File: config.mk
export PLATFORM = sky130hd
export DESIGN_NAME = nand_cmd_addr_seq
export DESIGN_NICKNAME = d
export VERILOG_FILES = /design/src/rtl/nand_cmd_addr_seq.sv
export SDC_FILE = /design/constraint.sdc
export NUM_CORES = 1
export LEC_CHECK = 0
export CORE_MARGIN = 5
export CORE_UTILIZATION = 40
export CTS_CLUSTER_SIZE = 25
export DETAILED_ROUTE_END_ITERATION = 8
export PLACE_DENSITY = 0.66
export SYNTH_ARGS = -nofsm -noshare
export SYNTH_HDL_FRONTEND = slang
export SYNTH_SLANG_ARGS = --single-unit
export TNS_END_PERCENT = 1
File: constraint.sdc
create_clock -name clk -period 2.25 [get_ports clk]
set_clock_uncertainty 0.1 [all_clocks]
set_input_delay 0.225 -clock clk [delete_from_list [all_inputs] [get_ports clk]]
set_output_delay 0.225 -clock clk [all_outputs]
set_load 0.01 [all_outputs]
File: src/rtl/nand_cmd_addr_seq.sv
// NAND command/address latch sequencer: optional cmd1, 0..ADDR_CYCLES address
// bytes, optional cmd2, with programmable WE# low/high widths and CE# hold.
//
// state     | meaning
// ST_IDLE   | waiting for start; ce_n holds last FINISH value
// ST_SETUP  | ce_n low, cle/ale and io set up for the current byte, we_n high
// ST_WE_LO  | we_n low for WE_LOW_CYC cycles
// ST_WE_HI  | we_n high for WE_HIGH_CYC cycles, byte held; advances byte index
// ST_FINISH | bus released, ce_n per keep_ce; done follows in IDLE
module nand_cmd_addr_seq #(
  parameter int IO_W        = 8,
  parameter int ADDR_CYCLES = 5,
  parameter int WE_LOW_CYC  = 2,
  parameter int WE_HIGH_CYC = 2
) (
  input  logic                     clk,
  input  logic                     rst,
  input  logic                     start,
  input  logic                     use_cmd1,
  input  logic [7:0]               cmd1,
  input  logic [3:0]               addr_cycles,
  input  logic [8*ADDR_CYCLES-1:0] addr,
  input  logic                     use_cmd2,
  input  logic [7:0]               cmd2,
  input  logic                     keep_ce,
  output logic                     busy,
  output logic                     done,
  output logic                     ce_n,
  output logic                     cle,
  output logic                     ale,
  output logic                     we_n,
  output logic [IO_W-1:0]          io_out,
  output logic                     io_oe
);

  localparam int PH_MAX = (WE_LOW_CYC > WE_HIGH_CYC) ? WE_LOW_CYC : WE_HIGH_CYC;
  localparam int CNT_W  = $clog2(PH_MAX + 1);
  localparam int BYTE_W = $clog2(ADDR_CYCLES + 3);
  localparam logic [CNT_W-1:0] LO_LOAD = CNT_W'(WE_LOW_CYC - 1);
  localparam logic [CNT_W-1:0] HI_LOAD = CNT_W'(WE_HIGH_CYC - 1);
  localparam logic [3:0]       AC_MAX  = 4'(ADDR_CYCLES);

  typedef enum logic [2:0] {
    ST_IDLE, ST_SETUP, ST_WE_LO, ST_WE_HI, ST_FINISH
  } state_t;

  state_t                   state_q, state_d;
  logic [CNT_W-1:0]         cnt_q, cnt_d;
  logic [BYTE_W-1:0]        byte_q, byte_d;
  logic [BYTE_W-1:0]        n_q, n_d;
  logic [3:0]               ac_q, ac_d;
  logic                     use_cmd1_q, use_cmd1_d;
  logic                     use_cmd2_q, use_cmd2_d;
  logic [7:0]               cmd1_q, cmd1_d;
  logic [7:0]               cmd2_q, cmd2_d;
  logic [8*ADDR_CYCLES-1:0] addr_q, addr_d;
  logic                     keep_ce_q, keep_ce_d;
  logic                     ce_hold_q, ce_hold_d;
  logic                     done_q, done_d;

  logic [3:0]               ac_eff;
  logic [BYTE_W-1:0]        n_req;
  logic [BYTE_W-1:0]        addr_idx;
  logic [7:0]               addr_byte;
  logic                     is_cmd1, is_cmd2;
  logic [7:0]               byte_val;

  always_ff @(posedge clk or posedge rst) begin
    if (rst) begin
      state_q    <= ST_IDLE;
      cnt_q      <= '0;
      byte_q     <= '0;
      n_q        <= '0;
      ac_q       <= '0;
      use_cmd1_q <= 1'b0;
      use_cmd2_q <= 1'b0;
      cmd1_q     <= '0;
      cmd2_q     <= '0;
      addr_q     <= '0;
      keep_ce_q  <= 1'b0;
      ce_hold_q  <= 1'b1;
      done_q     <= 1'b0;
    end else begin
      state_q    <= state_d;
      cnt_q      <= cnt_d;
      byte_q     <= byte_d;
      n_q        <= n_d;
      ac_q       <= ac_d;
      use_cmd1_q <= use_cmd1_d;
      use_cmd2_q <= use_cmd2_d;
      cmd1_q     <= cmd1_d;
      cmd2_q     <= cmd2_d;
      addr_q     <= addr_d;
      keep_ce_q  <= keep_ce_d;
      ce_hold_q  <= ce_hold_d;
      done_q     <= done_d;
    end
  end

  always_comb begin
    ac_eff     = (addr_cycles > AC_MAX) ? AC_MAX : addr_cycles;
    n_req      = BYTE_W'(ac_eff) + BYTE_W'(use_cmd1) + BYTE_W'(use_cmd2);
    state_d    = state_q;
    cnt_d      = cnt_q;
    byte_d     = byte_q;
    n_d        = n_q;
    ac_d       = ac_q;
    use_cmd1_d = use_cmd1_q;
    use_cmd2_d = use_cmd2_q;
    cmd1_d     = cmd1_q;
    cmd2_d     = cmd2_q;
    addr_d     = addr_q;
    keep_ce_d  = keep_ce_q;
    ce_hold_d  = ce_hold_q;
    done_d     = 1'b0;
    case (state_q)
      ST_IDLE: begin
        if (start) begin
          use_cmd1_d = use_cmd1;
          use_cmd2_d = use_cmd2;
          cmd1_d     = cmd1;
          cmd2_d     = cmd2;
          addr_d     = addr;
          ac_d       = ac_eff;
          keep_ce_d  = keep_ce;
          n_d        = n_req;
          byte_d     = '0;
          state_d    = (n_req == '0) ? ST_FINISH : ST_SETUP;
        end
      end
      ST_SETUP: begin
        state_d = ST_WE_LO;
        cnt_d   = LO_LOAD;
      end
      ST_WE_LO: begin
        if (cnt_q == '0) begin
          state_d = ST_WE_HI;
          cnt_d   = HI_LOAD;
        end else begin
          cnt_d = cnt_q - 1'b1;
        end
      end
      ST_WE_HI: begin
        if (cnt_q == '0) begin
          if (byte_q == n_q - 1'b1) begin
            state_d = ST_FINISH;
            byte_d  = '0;
          end else begin
            state_d = ST_SETUP;
            byte_d  = byte_q + 1'b1;
          end
        end else begin
          cnt_d = cnt_q - 1'b1;
        end
      end
      ST_FINISH: begin
        state_d   = ST_IDLE;
        done_d    = 1'b1;
        ce_hold_d = ~keep_ce_q;
      end
      default: state_d = ST_IDLE;
    endcase
  end

  // Byte order is cmd1, address bytes 0..ac-1, cmd2; index is relative to that list.
  always_comb begin
    addr_idx  = byte_q - BYTE_W'(use_cmd1_q);
    addr_byte = '0;
    for (int i = 0; i < ADDR_CYCLES; i++) begin
      if (addr_idx == BYTE_W'(i)) addr_byte = addr_q[i*8 +: 8];
    end
    is_cmd1  = use_cmd1_q && (byte_q == '0);
    is_cmd2  = use_cmd2_q && (byte_q == BYTE_W'(ac_q) + BYTE_W'(use_cmd1_q));
    byte_val = is_cmd1 ? cmd1_q : (is_cmd2 ? cmd2_q : addr_byte);
  end

  always_comb begin
    busy   = (state_q != ST_IDLE);
    done   = done_q;
    ce_n   = ce_hold_q;
    cle    = 1'b0;
    ale    = 1'b0;
    we_n   = 1'b1;
    io_out = '0;
    io_oe  = 1'b0;
    case (state_q)
      ST_SETUP, ST_WE_LO, ST_WE_HI: begin
        ce_n   = 1'b0;
        cle    = is_cmd1 | is_cmd2;
        ale    = ~(is_cmd1 | is_cmd2);
        io_out = IO_W'(byte_val);
        io_oe  = 1'b1;
        we_n   = (state_q != ST_WE_LO);
      end
      ST_FINISH: ce_n = ~keep_ce_q;
      default: ;
    endcase
  end

endmodule

==> results of run 1 <==
==> metal layers <==
metal  GRT usage [%]  part of all wire (%)  vias up  wire length (um)
met5               0                     0        -                 0
met4            2.74                  0.44        0                38
met3            5.90                   5.4        4               462
met2            25.2                    49       60              4210
met1            20.5                    45     1361              3900
li1                -                     -     1302                 -
==> metrics by stage <==
stage / area (um^2) / hold slack (ns) / worst slack (ns) / instances
floorplan: 3780 / 0.277 / -0.0159 / 299
global placement: 4910 / 0.305 / -0.450 / 521
detailed placement: 4910 / 0.328 / -0.538 / 521
CTS: 5190 / 0.188 / -0.417 / 543
global route: 5250 / 0.192 / -0.518 / 544
finish: 5250 / 0.172 / -0.393 / 544
==> path summary, 6_finish.rpt <==
check	end	slack, ns	cells after the start
worst max-delay path	io_out[0]	-0.39	9
worst min-delay path	addr_q[7]$_DFFE_PP0P_	0.17	3
worst max register to register	byte_q[2]$_DFFE_PP0P_	0.28	7
worst min register to register	ce_hold_q$_DFFE_PP1P_	0.33	1
max in group asynchronous	ce_hold_q$_DFFE_PP1P_	1.53	3
min in group clk	ce_hold_q$_DFFE_PP1P_	0.33	1
==> cells by family after synthesis <==
| logic type | count (synthesis) | synth area share (%) |
|---|---|---|
| xor gates and xnor gates | 9 | 3.02 |
| and+or+nand+nor | 49 | 7.46 |
| buffers and inverters | 29 | 3.78 |
| adders and majority gates | 11 | 3.84 |
| muxes | 79 | 24.0 |
| DFF | 75 | 49.8 |
| AOI/OAI and AO/OA | 47 | 8.15 |
==> worst reg2reg max path, stage by stage, from the launching register on <==
cell	delay, ns
dfrtp_1	0.39
buf_4	0.16
or3_4	0.43
nor2_8	0.13
buf_12	0.21
a21o_1	0.18
o21ai_0	0.10
a21o_1	0.18
==> power groups by stage <==
stage / clock, mW / sequential [mW] / combinational, mW
6_report: 0.939 / 2.36 / 4.58
3_5_place_dp: 0 / 2.37 / 4.24
4_1_cts: 0.966 / 2.36 / 4.44
2_1_floorplan: 0 / 2.27 / 2.67
5_1_grt: 1.03 / 2.43 / 5.00
3_3_place_gp: 0 / 2.36 / 4.13
==> flip-flops by register name (all words and copies together) (netlist names) <==
signal,count
ac_q,3
addr_q,40
byte_q,3
ce_hold_q,1
cmd1_q,8
cmd2_q,8
cnt_q,2
done,1
keep_ce_q,1
n_q,3
state_q,3
use_cmd1_q,1
use_cmd2_q,1
==> area by class of cell <==
cell class | instances | area [um^2]
fillers | 788 | 3990
clock buffers | 10 | 138
multi-input cells | 195 | 1890
well taps | 129 | 161
flip-flops and latches | 75 | 1880
inverters | 12 | 45.0
repair buffers | 117 | 1090
clock inverters | 6 | 40.0
==> synthesized netlist by cell type (3+ instances only) <==
cell type / number / area share [%]
dfrtp_1: 74 / 49
mux2_2: 62 / 18
mux2i_1: 14 / 3.7
o21ai_0: 13 / 1.7
a211oi_1: 12 / 2.4
buf_2: 12 / 1.6
inv_1: 12 / 1.2
ha_1: 10 / 3.3
nand2_1: 10 / 0.99
nor2_1: 8 / 0.80
a21oi_1: 7 / 0.93
nor3_1: 7 / 0.93
and2_1: 5 / 0.83
nand3_1: 5 / 0.66
xnor2_1: 4 / 0.93
a211o_1: 3 / 0.70
a31oi_1: 3 / 0.50
and3_1: 3 / 0.50
mux4_2: 3 / 1.8
==> what timing repair did <==
item                       4_1_cts  5_1_grt
setup endpoints to repair       10       13
pin swaps                       13        2
gates resized for setup         61       12
setup buffers                    6        1
==> impl_metrics.ini, run 1 <==
[detailed_routing]
via_count = 2727
route.detailed.drc = 0
drt_first_pass_iters = 4
ant_nets = 0
wl_per_cell_um = 15.8
routed_wirelength_um = 8610
vias_per_cell = 5.01
drt_iter0_drc = 79

[timing]
tightest_slew_ns = 0.404
hold_viol = 0
slew_headroom_pct = 73.1
rsz0062_at_grt = yes
period_share_pct = 117
setup_viol = 10
timing.final.crit_period_ns = 2.64
tns_ns = -3.25
fin_ws_ns = -0.393
report.final.slew_viol_count = 0
fmax_mhz = 378

[critical_path]
cp.required_ns = 1.92
slowest_stage = dfrtp_1
end_kind = output port
arrival_ns = 2.32
r2r-start = state_q[2]$_DFFE_PP0P_
crit_buf_inv = 3
crit_start = use_cmd1_q$_DFFE_PP0P_
path_delay_family = adder cells
path_max_fanout = 3
slowest_delay_ns = 0.44
critical_path.cell_chain = ha_2, ha_4, xnor2_2, nand4_1, buf_4, inv_1, a211o_1, a31oi_1, buf_2
path_class = register to output port
crit_path_start_kind = register

[global_route]
grt_pass1_vias = 2895
grt.overflow.total = 0
antenna_found_initial = 0
grt_pass1_wl_um = 14300
grt_max_degree = 76
grtUsageTotal_pct = 15.7

[floorplanning]
num_rows = 35
coreArea_um2 = 9240
die_h_um = 107
die_w_um = 107
io-pin-count = 81
start_util_pct = 40.9
dieArea_um2 = 11500

[logic_synthesis]
synthArstFlopShare_pct = 100
ys_warn_count = 0
synth_nets = 376
synth_seq_cells = 75
synthFlopType = dfrtp_1
synth.avg_cell_area_um2 = 12.6
synth.cell_area_um2 = 3770
synth_cell_types = 44
syn-instance-count = 299
yosysSeqAreaShare_pct = 49.8
synth_edf_count = 0

[layout]
finalCoreUtilization_pct = 56.8
drive_gt1_share_pct = 38.1
final_common_cell = dfrtp_1
final_cell_mix = 74 x dfrtp_1, 69 x clkdlybuf4s50_1, 62 x mux2_2
antenna_cells = 0
areaGrowthSynthToFinish_pct = 39.0
nets = 487

[pwr]
p_per_area_nw_per_um2 = 1500
pwr-share-seq_pct = 29.9
switching_share_pct = 37.5
power_frac_clock_pct = 11.9
p_sw_mw = 2.96
cellLeakagePower_nw = 2.29
intPower_mw = 4.92
irDropWorstVdd_mv = 0.590
combPwrFrac_pct = 58.2
fin_total_pwr_mw = 7.87

[clock_tree]
cts_buffers = 9
path_clk_slew_ns = 0.08
max-clock-path-buffers = 2
clock-sinks = 75
clk_latency_ns = 0.35
cts_max_level = 3
cts-root-buf = clkbuf_8
tritoncts = done
hold_buffers = 0

[worst_hold_path]
hp-class = primary input to asynchronous set/reset pin

[outcome]
status = complete, but fails checks
violations = setup timing

[job]
cap_violations = 0

[place]
port_buffers = 80
gp_congestion = 0.764
hpwl_um = 6300
Power figures use the tool's default switching activity.
==> run 2, diff against run 1 <==
--- a/config.mk
+++ b/config.mk
@@ -10,6 +10,7 @@
 export CTS_CLUSTER_SIZE = 25
 export DETAILED_ROUTE_END_ITERATION = 8
 export PLACE_DENSITY = 0.66
+export RECOVER_POWER = 100
 export SYNTH_ARGS = -nofsm -noshare
 export SYNTH_HDL_FRONTEND = slang
 export SYNTH_SLANG_ARGS = --single-unit
==> run 2 against run 1 <==
The flow finishes with violations (capacitance limit, slew limit, setup timing). Largest cell class unchanged. Combinational power decreased by 0.9%. Total power is 0.59% lower. Setup slack got worse by 0.0069 ns. First-iteration DRC count is 24% higher. Critical endpoint unchanged. Flip-flop and latch count did not move. Largest power group unchanged.
==> impl_metrics.ini, run 2 (same netlist as run 1, synthesis figures left out) <==
[timing]
hold_viol = 0
holdWs_ns = 0.332
fmax_mhz = 377
report.final.slew_viol_count = 76
tns_ns = -4.38
fin_ws_ns = -0.400
setup_viol = 43
tightest_slew_ns = 1.66
period_share_pct = 118
rsz0062_at_grt = yes
timing.final.crit_period_ns = 2.65
slew_headroom_pct = -10.5

[place]
dp_slack_ns = -0.538
port_buffers = 80
dpl_cell_area_um2 = 4910
hpwl_um = 6300
place_inst = 521
gp_congestion = 0.764

[layout]
final_cell_mix = 74 x dfrtp_1, 65 x clkdlybuf4s50_1, 62 x mux2_2
largest_reg_flops = 40
nets = 487
regMostFlops = addr_q
stdcell_area_um2 = 5190
drive_gt1_share_pct = 36.9
areaGrowthSynthToFinish_pct = 37.6
top_regs = addr_q x40, cmd1_q x8, cmd2_q x8
stdcell_count = 544
antenna_cells = 0
final_common_cell = dfrtp_1
finalCoreUtilization_pct = 56.2
register_area_um2 = 1880
multiInputGateArea_um2 = 1880
fillers = 795

[detailed_routing]
wl_per_cell_um = 15.8
drt_iter0_drc = 98
vias_per_cell = 5.00
drt_first_pass_iters = 4
ant_nets = 0
via_count = 2721
route.detailed.drc = 0
routed_wirelength_um = 8570

[global_route]
grtUsageTotal_pct = 15.7
grt_max_degree = 76
grt.overflow.total = 0
grt_pass1_vias = 2895
grt_pass1_wl_um = 14300
antenna_found_initial = 0

[critical_path]
path_max_fanout = 3
crit_path_start_kind = register
crit_buf_inv = 3
slowest_delay_ns = 0.44
path_class = register to output port
arrival_ns = 2.33
path_delay_family = adder cells
slowest_stage = dfrtp_1
critical_path.cell_chain = ha_2, ha_4, xnor2_2, nand4_1, buf_4, inv_1, a211o_1, a31oi_1, buf_2
end_kind = output port
cp.required_ns = 1.92

[pwr]
combPwrFrac_pct = 57.9
intPower_mw = 4.88
irDropWorstVdd_mv = 0.581
p_per_area_nw_per_um2 = 1510
p_sw_mw = 2.95
fin_total_pwr_mw = 7.83
power_frac_clock_pct = 12.0
cellLeakagePower_nw = 2.27
switching_share_pct = 37.6
pwr-share-seq_pct = 30.1

[floorplanning]
io-pin-count = 81
die_h_um = 107
die_w_um = 107
coreArea_um2 = 9240
start_util_pct = 40.9
num_rows = 35
dieArea_um2 = 11500

[job]
cap_violations = 1

[outcome]
status = complete, but fails checks
violations = capacitance limit, slew limit, setup timing

[worst_hold_path]
hp-class = register to register

[clock_tree]
clk_latency_ns = 0.35
path_clk_slew_ns = 0.08
max-clock-path-buffers = 2
clock-sinks = 75
tritoncts = done
cts_max_level = 3
cts-root-buf = clkbuf_8
cts_buffers = 9
[run 2: cell type report]
class | count | share of cell area (%)
inverters | 12 | 0.867
clock buffers | 10 | 2.65
multi-input cells | 195 | 36.2
flip-flops and latches | 75 | 36.2
clock inverters | 6 | 0.771
well taps | 129 | 3.11
repair buffers | 117 | 20.3
[run 2: final timing paths]
check	cells after the start	slack, ns	start	end
hold / removal	1	0.33	keep_ce_q$_DFFE_PP0P_	ce_hold_q$_DFFE_PP1P_
hold reg to reg	1	0.33	keep_ce_q$_DFFE_PP0P_	ce_hold_q$_DFFE_PP1P_
setup reg to reg	5	-0.04	state_q[2]$_DFFE_PP0P_	addr_q[13]$_DFFE_PP0P_
setup / recovery	9	-0.40	use_cmd1_q$_DFFE_PP0P_	io_out[0]
max in group asynchronous	3	0.26	rst	cmd2_q[1]$_DFFE_PP0P_
min in group asynchronous	3	0.79	rst	addr_q[7]$_DFFE_PP0P_
[run 2: routing by layer]
layer / vias up / global-route usage (%) / wire [um] / part of all wire [%]
met5: - / 0 / 0 / 0
met4: 0 / 2.74 / 38 / 0.44
met3: 4 / 5.90 / 480 / 5.6
met2: 61 / 25.2 / 4250 / 50
met1: 1353 / 20.5 / 3800 / 44
li1: 1303 / - / - / -
[run 2: power groups by stage]
stage | sequential, mW | combinational [mW] | clock (mW)
final | 2.35 | 4.54 | 0.938
after global routing | 2.43 | 4.96 | 1.03
after CTS | 2.36 | 4.44 | 0.966
after detailed placement | 2.37 | 4.24 | 0
after global placement | 2.36 | 4.13 | 0
after floorplan | 2.27 | 2.67 | 0
[run 2: what timing repair did]
action | 4_1_cts | 5_1_grt
buffers inserted | 6 | 1
gates resized for setup | 61 | 12
pin swaps | 13 | 2
hold buffers | 0 | 0
hold endpoints to repair | 0 | 0
setup endpoints to repair | 10 | 13
